[src/rtl/uart_pkg.sv]
// Shared types and helpers for the UART transmit path (and the future RX path).
package uart_pkg;

  // Line rate used when a UART block is instantiated without an explicit rate.
  localparam int DEFAULT_BAUD = 115200;

  // Serializer frame sequencing: idle, FIFO load, then the three line phases.
  typedef enum logic [2:0] {
    IDLE,
    LOAD,
    START,
    DATA,
    STOP
  } tx_state_e;

  // Clock cycles per bit period, truncated toward zero.
  function automatic int calc_baud_div(input int clk_freq, input int baud_rate);
    return clk_freq / baud_rate;
  endfunction

endpackage

[src/rtl/uart_baud_tick.sv]
// Bit-period timer: counts 0..BAUD_DIV-1 and flags the last cycle of each period.
// A synchronous clear holds the count at zero so the next period starts aligned.
module uart_baud_tick #(
  parameter int BAUD_DIV = 868,
  localparam int CNT_W   = (BAUD_DIV > 2) ? $clog2(BAUD_DIV) : 1
) (
  input  logic             clk,
  input  logic             reset,
  input  logic             clear_i,
  output logic [CNT_W-1:0] count_o,
  output logic             tick_o
);

  localparam logic [CNT_W-1:0] CNT_LAST = CNT_W'(BAUD_DIV - 1);

  logic [CNT_W-1:0] cnt_q;
  logic [CNT_W-1:0] cnt_d;

  // Next count: hold at zero while cleared, otherwise wrap at the period end.
  always_comb begin
    cnt_d = cnt_q;
    if (clear_i) begin
      cnt_d = '0;
    end else if (cnt_q == CNT_LAST) begin
      cnt_d = '0;
    end else begin
      cnt_d = cnt_q + 1'b1;
    end
  end

  // Counter register.
  always_ff @(posedge clk or posedge reset) begin
    if (reset) begin
      cnt_q <= '0;
    end else begin
      cnt_q <= cnt_d;
    end
  end

  assign count_o = cnt_q;
  assign tick_o  = !clear_i && (cnt_q == CNT_LAST);

endmodule

[src/rtl/uart_tx_serializer.sv]
// 8N1-style UART transmitter that drains the TX byte FIFO.
// tx is registered from the next state so the line level lines up with the
// state it belongs to: the start bit appears two cycles after the pop strobe.
module uart_tx_serializer
  import uart_pkg::*;
#(
  parameter int CLK_FREQ   = 100_000_000,
  parameter int BAUD_RATE  = DEFAULT_BAUD,
  parameter int DATA_WIDTH = 8,
  parameter int STOP_BITS  = 1,
  parameter int BAUD_DIV   = calc_baud_div(CLK_FREQ, BAUD_RATE)
) (
  input  logic                  clk,
  input  logic                  reset,
  input  logic                  empty,
  output logic                  rd_en,
  input  logic [DATA_WIDTH-1:0] rd_data,
  output logic                  tx,
  output logic                  tx_busy,
  output logic                  byte_done
);

  localparam int CNT_W = (BAUD_DIV > 2) ? $clog2(BAUD_DIV) : 1;
  localparam int BIT_W = (DATA_WIDTH > 2) ? $clog2(DATA_WIDTH) : 1;

  localparam logic [BIT_W-1:0] DATA_LAST   = BIT_W'(DATA_WIDTH - 1);
  localparam logic [BIT_W-1:0] STOP_LAST   = BIT_W'(STOP_BITS - 1);
  localparam logic [CNT_W-1:0] CNT_PRELAST = CNT_W'(BAUD_DIV - 2);

  // A one-cycle bit period would leave no room to pre-register byte_done.
  if (BAUD_DIV < 2) begin : g_bad_baud_div
    $error("uart_tx_serializer: BAUD_DIV must be at least 2");
  end
  if ((STOP_BITS < 1) || (STOP_BITS > 2)) begin : g_bad_stop_bits
    $error("uart_tx_serializer: STOP_BITS must be 1 or 2");
  end

  tx_state_e             state_q;
  tx_state_e             state_d;
  logic [DATA_WIDTH-1:0] shift_q;
  logic [DATA_WIDTH-1:0] shift_d;
  logic [BIT_W-1:0]      bit_q;
  logic [BIT_W-1:0]      bit_d;
  logic                  tx_q;
  logic                  tx_d;
  logic                  busy_q;
  logic                  busy_d;
  logic                  done_q;
  logic                  done_d;

  logic                  baud_clear;
  logic [CNT_W-1:0]      baud_cnt;
  logic                  baud_tick;

  uart_baud_tick #(
    .BAUD_DIV (BAUD_DIV)
  ) u_baud_tick (
    .clk     (clk),
    .reset   (reset),
    .clear_i (baud_clear),
    .count_o (baud_cnt),
    .tick_o  (baud_tick)
  );

  // Next-state, FIFO pop and line-level decode for the frame sequencer.
  always_comb begin
    state_d    = state_q;
    shift_d    = shift_q;
    bit_d      = bit_q;
    done_d     = 1'b0;
    rd_en      = 1'b0;
    baud_clear = 1'b0;

    case (state_q)
      IDLE: begin
        baud_clear = 1'b1;
        if (!empty && !reset) begin
          rd_en   = 1'b1;
          state_d = LOAD;
        end
      end
      LOAD: begin
        baud_clear = 1'b1;
        shift_d    = rd_data;
        bit_d      = '0;
        state_d    = START;
      end
      START: begin
        if (baud_tick) begin
          state_d = DATA;
        end
      end
      DATA: begin
        if (baud_tick) begin
          shift_d = shift_q >> 1;
          if (bit_q == DATA_LAST) begin
            bit_d   = '0;
            state_d = STOP;
          end else begin
            bit_d = bit_q + 1'b1;
          end
        end
      end
      STOP: begin
        if ((bit_q == STOP_LAST) && (baud_cnt == CNT_PRELAST)) begin
          done_d = 1'b1;
        end
        if (baud_tick) begin
          if (bit_q == STOP_LAST) begin
            bit_d   = '0;
            state_d = IDLE;
          end else begin
            bit_d = bit_q + 1'b1;
          end
        end
      end
      default: begin
        state_d = IDLE;
      end
    endcase

    case (state_d)
      START:   tx_d = 1'b0;
      DATA:    tx_d = shift_d[0];
      default: tx_d = 1'b1;
    endcase

    busy_d = (state_d != IDLE);
  end

  // State, datapath and registered output flops.
  always_ff @(posedge clk or posedge reset) begin
    if (reset) begin
      state_q <= IDLE;
      shift_q <= '0;
      bit_q   <= '0;
      tx_q    <= 1'b1;
      busy_q  <= 1'b0;
      done_q  <= 1'b0;
    end else begin
      state_q <= state_d;
      shift_q <= shift_d;
      bit_q   <= bit_d;
      tx_q    <= tx_d;
      busy_q  <= busy_d;
      done_q  <= done_d;
    end
  end

  assign tx        = tx_q;
  assign tx_busy   = busy_q;
  assign byte_done = done_q;

endmodule

[config.mk]
export PLATFORM = sky130hd
export DESIGN_NAME = uart_tx_serializer
export DESIGN_NICKNAME = d
export VERILOG_FILES = /design/src/rtl/uart_pkg.sv /design/src/rtl/uart_baud_tick.sv /design/src/rtl/uart_tx_serializer.sv
export SDC_FILE = /design/constraint.sdc
export NUM_CORES = 1
export LEC_CHECK = 0
export CAP_MARGIN = 40
export CELL_PAD_IN_SITES_DETAIL_PLACEMENT = 1
export CELL_PAD_IN_SITES_GLOBAL_PLACEMENT = 2
export CORE_ASPECT_RATIO = 0.5
export CORE_MARGIN = 2
export CORE_UTILIZATION = 35
export DETAILED_ROUTE_END_ITERATION = 10
export PLACE_DENSITY = 0.85
export SYNTH_ARGS = -nofsm -noshare
export SYNTH_HDL_FRONTEND = slang
export SYNTH_SLANG_ARGS = --single-unit
[constraint.sdc]
create_clock -name clk -period 2.46 [get_ports clk]
set_clock_uncertainty 0.1 [all_clocks]
set_input_delay 0.492 -clock clk [delete_from_list [all_inputs] [get_ports clk]]
set_output_delay 0.492 -clock clk [all_outputs]
set_load 0.02 [all_outputs]
==> impl_metrics.py <==
metrics = {
    "synth": {
        "synthTopCellsByArea": "dfrtp_1 42%, ha_1 4.0%, nor2_1 3.6%",
        "synth_area_um2": 1560,
        "synth_adder_area_share": 0.0402,
        "synth_nets": 165,
        "synth_compound_area_frac": 0.206,
        "muxShareOfSynthArea": 0.0137,
        "synth_xor_area_frac": 0.0394,
        "synth_top_cell_by_area": "dfrtp_1",
        "synth-async-reset-ratio": 1.00,
        "syn_inst": 149,
        "synth_edf_count": 0,
        "yosysUniqueCellTypes": 47,
        "synth-seq-area-share": 0.435,
        "yosys_warnings": 0,
        "synth_ff_type": "dfrtp_1",
        "synth_top_family_by_area": "simple AND/OR/NAND/NOR gates",
        "synthTopCellsByCount": "26 x dfrtp_1, 15 x nor2_1, 8 x inv_1, 7 x a21oi_1",
        "yosysMostFrequentCell": "dfrtp_1",
        "synth_simple_gate_area_frac": 0.235,
        "ys_ff_latch": 27,
        "synthDominantCellAreaShare": 0.418,
        "synth.avg_cell_area_um2": 10.5,
    },
    "cts": {
        "post_cts_buffers": 0,
        "htree_levels": 1,
        "clk_pin_slew_worst_paths_ns": 0.10,
        "insertion_delay_ns": 0.27,
        "cts_resized": 1,
        "clock_sinks": 27,
        "clockBufferDepth": 2,
        "cts_tree": "yes",
        "root_buffer": "clkbuf_8",
        "cts_hold_buf": 0,
        "cts_buffers": 3,
    },
    "timing": {
        "finalSetupViolations": 0,
        "relSlewSlack": 0.600,
        "maxSlewViolCount": 0,
        "period_share": 0.915,
        "worst_pin_slew_ns": 0.598,
        "grt_setup_unrepaired": "false",
        "setup_ws_ns": 0.209,
        "fin_hold_ws_ns": 0.386,
        "max_freq_ghz": 0.444,
        "tns_ns": 0,
        "finalHoldViolations": 0,
        "fin_crit_ns": 2.25,
    },
    "min_path": {
        "min-delay-start": "shift_q[4]$_DFFE_PP0P_",
        "holdCritPathClass": "reg -> reg",
    },
    "power_and_ir_drop": {
        "clockPowerShare": 0.182,
        "p_comb_frac": 0.332,
        "swShare": 0.362,
        "p_switching_mw": 0.517,
        "intPower_mw": 0.913,
        "seqPwrFrac": 0.486,
        "worst_ir_drop_vdd_mv": 0.257,
        "power_density_nw_per_um2": 765,
        "leakagePower_nw": 0.815,
    },
    "critical_path": {
        "reg2reg_from": "bit_q[1]$_DFFE_PP0P_",
        "startpoint": "state_q[1]$_DFF_PP0_",
        "worstSetupStartpointType": "flop",
        "cp.arrival_ns": 1.66,
        "worst-path-max-fanout": 5,
        "path_class": "reg -> out",
        "worstSetupEndpointType": "primary output",
        "required_ns": 1.87,
    },
    "global_route": {
        "grtUsageTotal": 0.152,
        "antenna_found_initial": 0,
        "grt_overflow": 0,
        "grt_first_pass_wirelength_mm": 6.16,
        "first_global_vias": 1264,
        "grt_max_degree": 18,
    },
    "floorplanning": {
        "start_util": 0.359,
        "rows": 17,
        "ios": 15,
        "core_area_um2": 4340,
        "die-width_um": 98.3,
        "dieArea_um2": 5030,
        "dieHeight_um": 51.2,
    },
    "cells_and_area": {
        "ff_latch_area_um2": 677,
        "drive_gt1_frac": 0.145,
        "stdcell_area_um2": 1870,
        "utilization": 0.431,
        "syn_to_final_growth_pct": 20.1,
        "multi_input_area_um2": 833,
        "nNetsFinal": 190,
        "fillers": 496,
        "diodes": 0,
    },
    "drt": {
        "drcViolationCount": 0,
        "vias": 1219,
        "first_iter_violations": 37,
        "drt_wl_total_mm": 3.60,
        "vias_per_cell": 5.30,
        "wire_per_inst_um": 15.6,
        "detail-route-antenna-nets": 0,
        "dr.pass1.iters": 4,
    },
    "run": {
        "drv_cap": 0,
    },
    "placement": {
        "place.gp.congestion": 0.781,
        "placed_area_um2": 1830,
        "dp_slack_ns": -0.0697,
        "dp_hpwl_mm": 2.70,
        "port-buffer-count": 14,
    },
    "status": {
        "outcome": "finished, final reports clean",
    },
}
[registers in the layout, summed over array words and instances (netlist names)]
| register | count |
|---|---|
| shift_q | 8 |
| bit_q | 3 |
| tx_busy | 1 |
| byte_done | 1 |
| u_baud_tick.count_o | 10 |
| state_q | 3 |
| tx | 1 |
[metrics by stage]
stage                     cells  power (mW)
final                       230        1.43
after global routing        230        1.53
after CTS                   230        1.44
after detailed placement    226        1.18
after global placement      226        1.15
after floorplan             149        1.03
[cells in the final DEF (no fill, tap or decap), types with 3 or more instances in the layout]
cell type and instances:
clkbuf_8 3, xnor2_1 5, dfrtp_1 26, nand3_1 6, clkdlybuf4s50_1 13, nor2b_1 3, a21oi_1 7, nor2_1 15
a21o_1 6, ha_1 5, o21ai_0 5, nand2_1 5, nor4_1 4, buf_4 10, a22o_1 6, inv_1 8
nand2b_1 3
[routing by layer]
metal / wire length (um) / track usage / up-vias
li1: - / - / 596
met1: 1800 / 0.211 / 603
met4: 0 / 0.0320 / 0
met5: 0 / 0 / -
met3: 111 / 0.0205 / 0
met2: 1690 / 0.259 / 20
[power by group through the flow]
stage	registers (mW)	clock network (mW)	logic (mW)
after floorplan	0.674	0	0.352
after global placement	0.695	0	0.457
after detailed placement	0.705	0	0.477
after CTS	0.696	0.269	0.479
after global routing	0.715	0.280	0.533
final	0.695	0.260	0.475
[cells by family (layout without fill, tap and decap cells)]
group	count (synthesis)	in the layout
AOI/OAI and AO/OA	42	42
xor gates and xnor gates	7	7
adders and majority gates	5	5
buffers and inverters	12	36
DFF	27	27
muxes	2	2
and+or+nand+nor	54	54
[critical path: stages, from the launching register on]
cell	delay, ns
dfrtp_1	0.39
or2_2	0.36
nor4_1	0.26
dlygate4sd2_1	0.38
[final timing paths]
check / to / slack [ns] / cells after the start
max: rd_en / 0.21 / 3
min: shift_q[4]$_DFFE_PP0P_ / 0.39 / 1
max reg2reg: tx_busy$_DFF_PP0_ / 0.48 / 5
min reg2reg: shift_q[4]$_DFFE_PP0P_ / 0.39 / 1
max in group asynchronous: tx$_DFF_PP1_ / 1.37 / 4
min in group asynchronous: bit_q[0]$_DFFE_PP0P_ / 0.59 / 4
[layout make-up]
class / count / share of cell area
Sequential cell: 27 / 0.362
Tap cell: 57 / 0.0381
Clock buffer: 4 / 0.0241
Inverter: 8 / 0.0161
Multi-Input combinational cell: 110 / 0.445
Timing Repair Buffer: 24 / 0.114
No activity file was read; power rests on OpenSTA's default activity.
